### config.mk
export PLATFORM = sky130hd
export DESIGN_NAME = mem_arbiter
export DESIGN_NICKNAME = d
export VERILOG_FILES = /design/src/rtl/mem_arbiter_pkg.sv /design/src/rtl/mem_arbiter.sv
export SDC_FILE = /design/constraint.sdc
export NUM_CORES = 1
export LEC_CHECK = 0
export CELL_PAD_IN_SITES_DETAIL_PLACEMENT = 1
export CELL_PAD_IN_SITES_GLOBAL_PLACEMENT = 1
export CORE_AREA = 8 8 282 284
export CTS_BUF_LIST = sky130_fd_sc_hd__clkbuf_16
export CTS_CLUSTER_SIZE = 24
export DETAILED_ROUTE_END_ITERATION = 8
export DIE_AREA = 0 0 290 292
export GPL_ROUTABILITY_DRIVEN = 0
export PLACE_DENSITY = 0.77
export RECOVER_POWER = 50
export SETUP_SLACK_MARGIN = 0.4
export SLEW_MARGIN = 10
export SYNTH_ARGS = -nofsm -noshare
export SYNTH_HDL_FRONTEND = slang
export SYNTH_SLANG_ARGS = --single-unit
### constraint.sdc
create_clock -name clk -period 1.46 [get_ports clk]
set_input_delay 0.146 -clock clk [delete_from_list [all_inputs] [get_ports clk]]
set_output_delay 0.146 -clock clk [all_outputs]
set_load 0.01 [all_outputs]
### src/rtl/mem_arbiter_pkg.sv
// Shared definitions for the main-memory line-port arbiter: state encodings,
// default port widths and the grant-decision record.
package mem_arbiter_pkg;

    localparam int ARB_ADDR_W    = 32;
    localparam int ARB_LINE_BITS = 128;

    typedef enum logic [1:0] {
        ARB_IDLE = 2'b00,
        ARB_BUSY = 2'b01,
        ARB_RESP = 2'b10
    } arb_state_e;

    typedef struct packed {
        logic valid;
        logic to_d;
    } arb_grant_t;

endpackage

### src/rtl/mem_arbiter.sv
// Arbitrates the single memory line port between the I-cache miss path and the
// D-cache miss/eviction path; D wins unless it has starved a waiting I-fetch.
module mem_arbiter
    import mem_arbiter_pkg::*;
#(
    parameter int ADDR_W       = ARB_ADDR_W,
    parameter int LINE_BITS    = ARB_LINE_BITS,
    parameter int MAX_D_STREAK = 4
) (
    input  logic                 clk,
    input  logic                 reset,
    input  logic                 i_req,
    input  logic [ADDR_W-1:0]    i_addr,
    output logic                 i_ack,
    output logic [LINE_BITS-1:0] i_rdata,
    input  logic                 d_req,
    input  logic                 d_we,
    input  logic [ADDR_W-1:0]    d_addr,
    input  logic [LINE_BITS-1:0] d_wdata,
    output logic                 d_ack,
    output logic [LINE_BITS-1:0] d_rdata,
    output logic                 mem_req,
    output logic                 mem_we,
    output logic [ADDR_W-1:0]    mem_addr,
    output logic [LINE_BITS-1:0] mem_wdata,
    input  logic [LINE_BITS-1:0] mem_rdata,
    input  logic                 mem_ack,
    output logic                 arb_busy,
    output logic                 arb_gnt_d
);

    localparam int STREAK_W = $clog2(MAX_D_STREAK + 1);
    localparam logic [STREAK_W-1:0] STREAK_MAX = STREAK_W'(MAX_D_STREAK);

    arb_state_e          state_r;
    logic [STREAK_W-1:0] streak_r;
    arb_grant_t          grant_s;

    // D normally wins; a pending I-fetch is forced through once D has used up its streak.
    function automatic arb_grant_t grant_sel(input logic i_pend, input logic d_pend,
                                             input logic streak_full);
        arb_grant_t g;
        g.valid = i_pend | d_pend;
        g.to_d  = d_pend & ~(i_pend & streak_full);
        return g;
    endfunction

    assign grant_s  = grant_sel(i_req, d_req, streak_r == STREAK_MAX);
    assign arb_busy = (state_r != ARB_IDLE);

    // Transaction FSM with grant latching, streak tracking and response capture.
    always_ff @(posedge clk) begin
        if (reset) begin
            state_r   <= ARB_IDLE;
            streak_r  <= '0;
            mem_req   <= 1'b0;
            mem_we    <= 1'b0;
            mem_addr  <= '0;
            mem_wdata <= '0;
            i_ack     <= 1'b0;
            d_ack     <= 1'b0;
            i_rdata   <= '0;
            d_rdata   <= '0;
            arb_gnt_d <= 1'b0;
        end else begin
            case (state_r)
                ARB_IDLE: begin
                    if (grant_s.valid) begin
                        mem_req   <= 1'b1;
                        arb_gnt_d <= grant_s.to_d;
                        state_r   <= ARB_BUSY;
                        if (grant_s.to_d) begin
                            mem_we    <= d_we;
                            mem_addr  <= d_addr;
                            mem_wdata <= d_wdata;
                            // Only D wins that beat a waiting I count toward the streak.
                            if (!i_req) begin
                                streak_r <= '0;
                            end else if (streak_r != STREAK_MAX) begin
                                streak_r <= streak_r + STREAK_W'(1);
                            end else begin
                                streak_r <= streak_r;
                            end
                        end else begin
                            mem_we    <= 1'b0;
                            mem_addr  <= i_addr;
                            mem_wdata <= '0;
                            streak_r  <= '0;
                        end
                    end else begin
                        state_r <= ARB_IDLE;
                    end
                end
                ARB_BUSY: begin
                    if (mem_ack) begin
                        mem_req <= 1'b0;
                        state_r <= ARB_RESP;
                        if (arb_gnt_d) begin
                            d_ack <= 1'b1;
                            if (!mem_we) begin
                                d_rdata <= mem_rdata;
                            end else begin
                                d_rdata <= d_rdata;
                            end
                        end else begin
                            i_ack   <= 1'b1;
                            i_rdata <= mem_rdata;
                        end
                    end else begin
                        state_r <= ARB_BUSY;
                    end
                end
                ARB_RESP: begin
                    i_ack   <= 1'b0;
                    d_ack   <= 1'b0;
                    state_r <= ARB_IDLE;
                end
                default: begin
                    mem_req <= 1'b0;
                    i_ack   <= 1'b0;
                    d_ack   <= 1'b0;
                    state_r <= ARB_IDLE;
                end
            endcase
        end
    end

endmodule
Yosys cells after proc, flatten, opt, wreduce, memory -nomap -nowiden
Index checks and enable logic that the tools add are counted.
{"block": "totals", "regBits": 426, "in_bits": 326, "output_inout_bits": 422}
{"block": "classes", "addsub": 1, "eq_ne": 9, "n_mux": 18, "bitwise": 8, "reduce_logical": 9}
{"op": "2-to-1 mux 128 bit", "n": 1}
{"op": "2-to-1 mux 32 bit", "n": 1}
{"op": "AND reduction 3 bit", "n": 5}
{"op": "2-to-1 mux 3 bit", "n": 3}
{"op": "2-to-1 mux 1 bit", "n": 8}
{"op": "!= test 2 bit, second input constant", "n": 4}
{"op": "inverter 1 bit", "n": 5}
{"op": "case mux 1 bit (2 select lines)", "n": 2}
{"op": "case mux 2 bit (2 select lines)", "n": 1}
{"op": "AND reduction 4 bit", "n": 1}
{"op": "adder 3 x 1 -> 3 bit, second input constant", "n": 1}
{"op": "== test 3 bit, second input constant", "n": 1}
{"op": "!= test 3 x 2 -> 1 bit, second input constant", "n": 1}
{"op": "!= test 3 bit, second input constant", "n": 1}
{"op": "case mux 1 bit (3 select lines)", "n": 1}
{"op": "AND 1 bit", "n": 2}
{"op": "== test 2 x 1 -> 1 bit, second input constant", "n": 1}
{"op": "== test 2 bit, second input constant", "n": 1}
{"op": "logical NOT 2 bit", "n": 1}
{"op": "2-to-1 mux 2 bit", "n": 1}
{"op": "AND reduction 2 bit", "n": 1}
{"op": "nonzero test 2 bit", "n": 1}
{"op": "OR 1 bit", "n": 1}

Longest topological paths before layout
Gate-level depths: netlist of the first run.
{"block": "depth", "depth_word": 6, "depth_mapped": 7}

Worst setup path before layout of the first run
OpenSTA, ideal clock, no wires.
{"block": "synth_path", "path_type": "register to register", "start": "register streak_r[0]", "end": "register mem_wdata[38]", "setup_time_ps": 70, "t_arrival_ps": 1447, "required_time_ps": 1390, "setup_slack_ps": -57, "stages_incl_launch_ff": 8, "n_path_buf": 2, "period_less_slack_ps": 1517, "path_cell_list": "dfxtp_1 > inv_1 > ha_1 > nand3_2 > buf_2 > buf_1 > nand4_1 > a21oi_1"}
{"block": "synth_between", "elab_chain_len": 5}
{"item": "start, declared", "line": "mem_arbiter.sv:36", "source": "logic [STREAK_W-1:0] streak_r;"}
{"item": "start signal, assigned", "line": "mem_arbiter.sv:80", "source": "streak_r <= streak_r + STREAK_W'(1);"}
{"item": "start signal, assigned", "line": "mem_arbiter.sv:82", "source": "streak_r <= streak_r;"}
{"item": "== test 3 bit", "line": "mem_arbiter.sv:48", "source": "assign grant_s = grant_sel(i_req, d_req, streak_r == STREAK_MAX);"}
{"item": "AND 1 bit", "line": "mem_arbiter.sv:44", "source": "g.to_d = d_pend & ~(i_pend & streak_full);"}
{"item": "inverter 1 bit", "line": "mem_arbiter.sv:44"}
{"item": "AND 1 bit", "line": "mem_arbiter.sv:44"}
{"item": "2-to-1 mux 128 bit", "line": "mem_arbiter.sv:72", "source": "if (grant_s.to_d) begin"}
{"item": "end signal, assigned", "line": "mem_arbiter.sv:75", "source": "mem_wdata <= d_wdata;"}
{"item": "end, declared", "line": "mem_arbiter.sv:25", "source": "output logic [LINE_BITS-1:0] mem_wdata,"}
No other way between the ends.
A chain may end at the register's enable or synchronous reset.

Worst setup path after layout of the first run
{"block": "layout_path", "start": "register state_r[1]", "end": "register i_rdata[32]"}
{"block": "layout_between", "elab_chain_len": 2}
{"item": "start, declared", "line": "mem_arbiter.sv:35", "source": "arb_state_e state_r;"}
{"item": "start signal, assigned", "line": "mem_arbiter.sv:54", "source": "state_r <= ARB_IDLE;"}
{"item": "start signal, assigned", "line": "mem_arbiter.sv:71", "source": "state_r <= ARB_BUSY;"}
{"item": "start signal, assigned", "line": "mem_arbiter.sv:91", "source": "state_r <= ARB_IDLE;"}
{"item": "== test 2 x 1 -> 1 bit", "line": "mem_arbiter.sv:66", "source": "case (state_r)"}
{"item": "AND reduction 3 bit (no line)"}
{"item": "end signal, assigned", "line": "mem_arbiter.sv:107", "source": "i_rdata <= mem_rdata;"}
{"item": "end, declared", "line": "mem_arbiter.sv:15", "source": "output logic [LINE_BITS-1:0] i_rdata,"}
No other way between the ends.

==> results of run 1 <==
sequential cells by signal (all words and copies together) (netlist names):
register and count:
state_r 2, d_ack 1, mem_we 1, i_rdata 128, mem_addr 32, i_ack 1, mem_req 1, mem_wdata 128
arb_gnt_d 1, d_rdata 128, streak_r 3
cell usage after synthesis:
cell,count,area [um2]
dfxtp_1,426,8528
a21oi_1,423,2117
o21ai_0,288,1441
nand2_1,257,964.7
nand3_1,161,805.8
clkbuf_1,137,514.2
nand4_1,131,819.5
buf_2,71,355.3
a311oi_1,32,280.3
buf_1,14,52.55
inv_1,4,15.01
nor3_1,4,20.02
o21ai_1,4,20.02
buf_4,3,22.52
a31oi_1,2,12.51
buf_6,2,22.52
ha_1,2,25.02
nor2_2,2,12.51
nor2b_1,2,12.51
and2_1,1,6.260
and3_1,1,6.260
and3b_1,1,8.760
and4bb_2,1,12.51
inv_2,1,3.750
nand2b_1,1,6.260
nand3_2,1,10.01
nand3b_1,1,7.510
nand4b_1,1,8.760
nand4bb_1,1,11.26
nor2_1,1,3.750
nor2_4,1,11.26
nor4bb_1,1,10.01
o21a_1,1,7.510
o31ai_1,1,7.510
or2_2,1,6.260
layout make-up:
class | instances | share of cell area (%)
Clock buffer | 51 | 4.281
Inverter | 5 | 0.07135
Sequential cell | 426 | 28.77
Antenna cell | 8 | 0.06715
Clock inverter | 41 | 1.045
Tap cell | 978 | 4.105
Timing Repair Buffer | 977 | 35.65
Multi-Input combinational cell | 1324 | 26.02
kinds of logic after synthesis:
group                    Yosys count  share of synthesized area (%)
AO/OA/AOI/OAI                    751                          24.03
adder cells (fa/ha/maj)            2                         0.1547
buffers and inverters            232                          6.098
flip-flops                       426                          52.74
AND/OR/NAND/NOR                  570                          16.97
report_power, final:
group	switching, mW	internal [mW]	total (mW)
registers	0.329	12.2	12.5
logic	3.41	3.02	6.43
clock network	5.46	7.05	12.5
per-layer routing:
metal  track usage [%]  wire length (um)
met2             35.20             49940
met1             21.40             35630
met3             6.888              7988
met5                 0                55
met4             8.375              4095
timing repair:
item,in CTS,in global routing
hold endpoints to repair,17,0
gates resized for setup,1062,304
gates cloned,15,35
hold buffers,1,0
setup endpoints to repair,845,848
buffers inserted,27,21
pin swaps,23,115
how the worst max path moves through the flow:
| stage | slack, ns | from | depth (start not counted) | end |
|---|---|---|---|---|
| finish | -0.11 | state_r[1] | 6 | i_rdata[32] |
| global route | -0.18 | streak_r[0] | 7 | mem_addr[21] |
| CTS | -0.10 | state_r[1] | 3 | arb_busy |
| detailed placement | -0.50 | i_req | 4 | mem_addr[20] |
| global placement | -0.45 | i_req | 4 | mem_addr[18] |
| floorplan | 0.17 | state_r[1] | 7 | d_rdata[118] |
per-stage QoR:
stage	hold slack, ns	std cells	setup slack, ns	util [%]	TNS, ns
2_1_floorplan	0.2820	1981	0.1690	-	0
3_3_place_gp	0.4392	3611	-0.4510	34.17	-97.52
3_5_place_dp	0.4448	3611	-0.4961	34.17	-105.80
4_1_cts	0.03001	3746	-0.1008	37.26	-2.674
5_1_grt	0.04390	3808	-0.1822	39.64	-24.08
6_report	0.05713	3810	-0.1088	39.65	-5.108
worst max-delay path, delay by kind of cell, from the launching register on:
family | cells | cell delay (ns)
buffers and inverters | 3 | 0.48
AOI/OAI and AO/OA | 1 | 0.17
DFF | 1 | 0.38
and+or+nand+nor | 2 | 0.45
==> flow_summary.ini, run 1 <==
[final_layout]
layout_cells_sized_above_1_pct = 22.56
stdcell_area_um2 = 29810
multi_input_combinational_cell_area_um2 = 7756
layout_common_cells = 394 x dfxtp_1, 340 x a21oi_1, 329 x dlygate4sd2_1
seqCellArea_um2 = 8576
mostFrequentLayoutCell = dfxtp_1
fill_cells = 8607
syn2layout_area_growth_pct = 84.37
finish.net_count = 3112

[worst_hold_path]
worstHoldEndpoint = i_rdata[10]
worstHoldStart = reset
holdCritPathClass = input pin to flop
min_path_cells = 3

[critical_path]
arrival_worst_endpoint_ns = 2.08
ordered_list_of_cells_on_the_worst_path = buf_6 > and4bb_4 > buf_12 > clkbuf_16 > nand2_4 > a21oi_2
cpMaxStageDelayCell = and4bb_4
worst_r2r_endpoint = i_rdata[32]
slowest_delay_ns = 0.40
ff2ff_setup_slack_ns = -0.11
worst_setup_path_end_kind = flop
startpoint_type = flop
worstPathRequired_ns = 1.97
rr_startpoint = state_r[1]
path_max_fanout = 7
type_of_the_worst_setup_path = flop to flop
worstRegToRegCells = 6

[synthesis]
mappedNetlistArea_um2 = 16170
synthesis.yosys.warnings = 0
synth_cell_types = 35
synth_fp_nets = 2309
ys_seq_elements = 426
synthesized_area_per_cell_um2 = 8.162
part_of_the_yosys_area_used_for_sequential_elements_pct = 52.74
postSynthCellCount = 1981

[floorplan]
floorplan.die_area_um2 = 84680
core_area_um2 = 75190
effective_utilization_at_floorplan_pct = 21.50
pin_count = 748
rows = 101
die_w_um = 290
chipHeight_um = 292

[routing]
count_of_vias_placed_by_the_detailed_router = 19237
avgRoutedWirePerCell_um = 25.64
drt_iter0_drc = 1017
post_drt_via_cell_ratio = 5.049
route.antenna.remaining_nets = 0
drc = 0
wirelength_mm = 97.70
dr.pass1.iters = 6

[clocking]
clock_path_buffers = 3
post_cts_clock_slew_at_the_launch_and_capture_registers_of_the_worst_setup_and_hold_paths_ns = 0.07
cts.sink_count = 426
cts-root-buf = clkbuf_16
cts_inserted_buffers = 50
worst_skew_pair.late_latency_ns = 0.60
cts.htree.levels = 2
tritoncts = built

[timing]
clock_skew_ns = 0.02402
setup_repair_after_global_routing_missed_its_margin = yes
worst_slack_ns = -0.1088
post-route-min-period_ns = 1.569
transition_time_at_the_pin_with_the_least_slew_margin_ns = 1.019
min_period_over_period_pct = 107.5
final_hold_viol_count = 0
achievable-frequency_mhz = 637.4
timing.final.max_slew_violations = 0
finalSetupViolations = 188
relSlewSlack_pct = 31.81

[run]
maxCapViolCount = 0

[placed_design]
post_place_cell_area_um2 = 25690
portBuffers = 747
dp_hpwl_mm = 62.35

[power_and_ir_drop]
p_per_area_nw_per_um2 = 1055
power.total_mw = 31.46
vdd.ir_drop.worst_v = 0.0007748
p_leak_nw = 12.00

[grt]
grt_util_all_layers_pct = 19.84
initial_antenna_violation_count = 17
grt_first_pass_wirelength_mm = 130.1
first_global_vias = 19426
globalRoute.totalOverflow = 0
grt_start_max_net_pins = 72

[outcome]
run_status = finished with violations
violated_checks = negative setup slack
(Power assumes the default switching activity.)
==> run 2: changes to the inputs <==
- CORE_AREA: 8 8 282 284 -> 8 8 283 285
- DIE_AREA: 0 0 290 292 -> 0 0 291 293
- PLACE_DENSITY: 0.77 -> 0.74
- clock period: 1.46 -> 1.6 ns (I/O delays scaled with it)
==> run 2 against run 1 <==
The run now ends clean. Register-to-register slack better by 0.12 ns. Critical path depth unchanged. Total power down 12%. Core utilization down 1.3 points. Non-clock buffer count up 2. Sequential power down 9%. Sequential share of layout area up 0.84 points. Via count down 2.6%. Clock-buffer cell count unchanged. Design area down 3.0%.
==> flow_summary.ini, run 2 (synthesis gave the netlist of run 1 again) <==
[clocking]
cts-root-buf = clkbuf_16
cts_inserted_buffers = 50
clock_path_buffers = 3
cts.htree.levels = 2
cts.sink_count = 426
post_cts_clock_slew_at_the_launch_and_capture_registers_of_the_worst_setup_and_hold_paths_ns = 0.06
worst_skew_pair.late_latency_ns = 0.58
tritoncts = built

[timing]
final_hold_viol_count = 0
finalSetupTns_ns = 0
achievable-frequency_mhz = 628.2
timing.final.max_slew_violations = 0
transition_time_at_the_pin_with_the_least_slew_margin_ns = 0.7855
final.hold.worst_slack_ns = 0.1223
min_period_over_period_pct = 99.49
clock_skew_ns = 0.01690
setup_repair_after_global_routing_missed_its_margin = yes
relSlewSlack_pct = 47.64
finalSetupViolations = 0
post-route-min-period_ns = 1.592

[floorplan]
floorplan.die_area_um2 = 85260
rows = 101
effective_utilization_at_floorplan_pct = 21.43
die_w_um = 291
pin_count = 748
core_area_um2 = 75440
chipHeight_um = 293

[grt]
grt_util_all_layers_pct = 18.21
first_global_vias = 19191
initial_antenna_violation_count = 8
grt_start_max_net_pins = 99
globalRoute.totalOverflow = 0
grt_first_pass_wirelength_mm = 122.8

[final_layout]
reg.largest.list = d_rdata (128), i_rdata (128), mem_wdata (128)
syn2layout_area_growth_pct = 78.88
finish.net_count = 3113
stdcell_area_um2 = 28920
layout_common_cells = 404 x dfxtp_1, 365 x a21oi_1, 323 x clkdlybuf4s50_1
layout_cells_sized_above_1_pct = 19.89
mostFrequentLayoutCell = dfxtp_1

[critical_path]
startpoint_type = flop
worstPathRequired_ns = 2.08
arrival_worst_endpoint_ns = 2.07
path_max_fanout = 11
worst_setup_path_end_kind = flop
type_of_the_worst_setup_path = flop to flop

[routing]
post_drt_via_cell_ratio = 4.925
wirelength_mm = 89.17
drc = 0
dr.pass1.iters = 4
route.antenna.remaining_nets = 0
avgRoutedWirePerCell_um = 23.44
drt_iter0_drc = 858
count_of_vias_placed_by_the_detailed_router = 18734

[run]
maxCapViolCount = 0

[power_and_ir_drop]
seq_power_share_pct = 41.4
p_per_area_nw_per_um2 = 954.7
p_leak_nw = 11.69
clockPowerShare_pct = 38.5
internal_portion_of_total_power_mw = 19.65
pwr-share-comb_pct = 20.2
netSwitchingFraction_pct = 28.85
vdd.ir_drop.worst_v = 0.0007831
power_switching_mw = 7.966

[placed_design]
dp_hpwl_mm = 61.84
portBuffers = 747
post_place_cell_area_um2 = 25850

[worst_hold_path]
holdCritPathClass = input pin to flop

[outcome]
run_status = complete, no violations
==> run 2: cell count changes in the layout (fill, tap and decap cells not counted), sizes merged, moves of 3 or more <==
cell and change:
diode -3, clkinv -3, bufinv -3, clkbuf -10
inv +4, buf +30, dlygate4sd2 -16
==> run 2: per-stage QoR <==
step / utilization (%) / std cells / power [mW] / setup slack, ns
3_3_place_gp: 34.27 / 3648 / 16.61 / -0.1362
4_1_cts: 36.65 / 3748 / 27.29 / -0.01359
5_1_grt: 38.33 / 3801 / 28.72 / -0.07497
2_1_floorplan: - / 1981 / 13.55 / 0.3090
3_5_place_dp: 34.27 / 3648 / 16.67 / -0.1710
6_report: 38.34 / 3804 / 27.61 / 0.008234
==> run 2: area by class of cell <==
cell class | instances | area [um2]
timing repair buffer | 979 | 10170
clock inverter | 37 | 191.4
fill | 8799 | 46520
clock buffer | 51 | 1276
sequential | 426 | 8563
multi-input combinational | 1323 | 7460
inverter | 5 | 31.28
antenna | 5 | 12.51
tap | 978 | 1224
==> run 2: power by group through the flow <==
| stage | clock network (mW) | logic, mW | registers, mW |
|---|---|---|---|
| final | 10.6 | 5.56 | 11.4 |
| after global placement | 0 | 4.99 | 11.6 |
| after CTS | 10.9 | 4.97 | 11.4 |
| after global routing | 11.3 | 5.91 | 11.5 |
| after floorplan | 0 | 1.73 | 11.8 |
| after detailed placement | 0 | 5.03 | 11.6 |
==> run 2: worst paths after layout <==
path              slack (ns)            end  cells after the start         from
hold / removal          0.12  mem_wdata[33]                      4        d_req
hold reg to reg         0.45    i_rdata[38]                      2  i_rdata[38]
setup reg to reg       0.008   i_rdata[127]                      6   state_r[1]
setup / recovery       0.008   i_rdata[127]                      6   state_r[1]
==> run 2: worst max-delay path, stage by stage (launching register included) <==
cell and delay, ns:
dfxtp_4 0.36, buf_12 0.13, and4bb_4 0.34, buf_12 0.18, buf_4 0.16, nand2_1 0.09
a21oi_1 0.23
==> run 2: metal layers <==
layer  wire [um]  track usage [%]
met1       34820            20.63
met2       42990            30.87
met3        7593            6.785
met4        3766            7.410
met5           0                0
==> run 2: timing repair <==
item / CTS / global route
pin swaps: 68 / 57
hold buffers: 2 / 0
gates resized for setup: 1172 / 211
endpoints found under the hold margin: 26 / 0
buffers inserted: 10 / 21
cloned: 0 / 30
endpoints found under the setup margin: 846 / 846
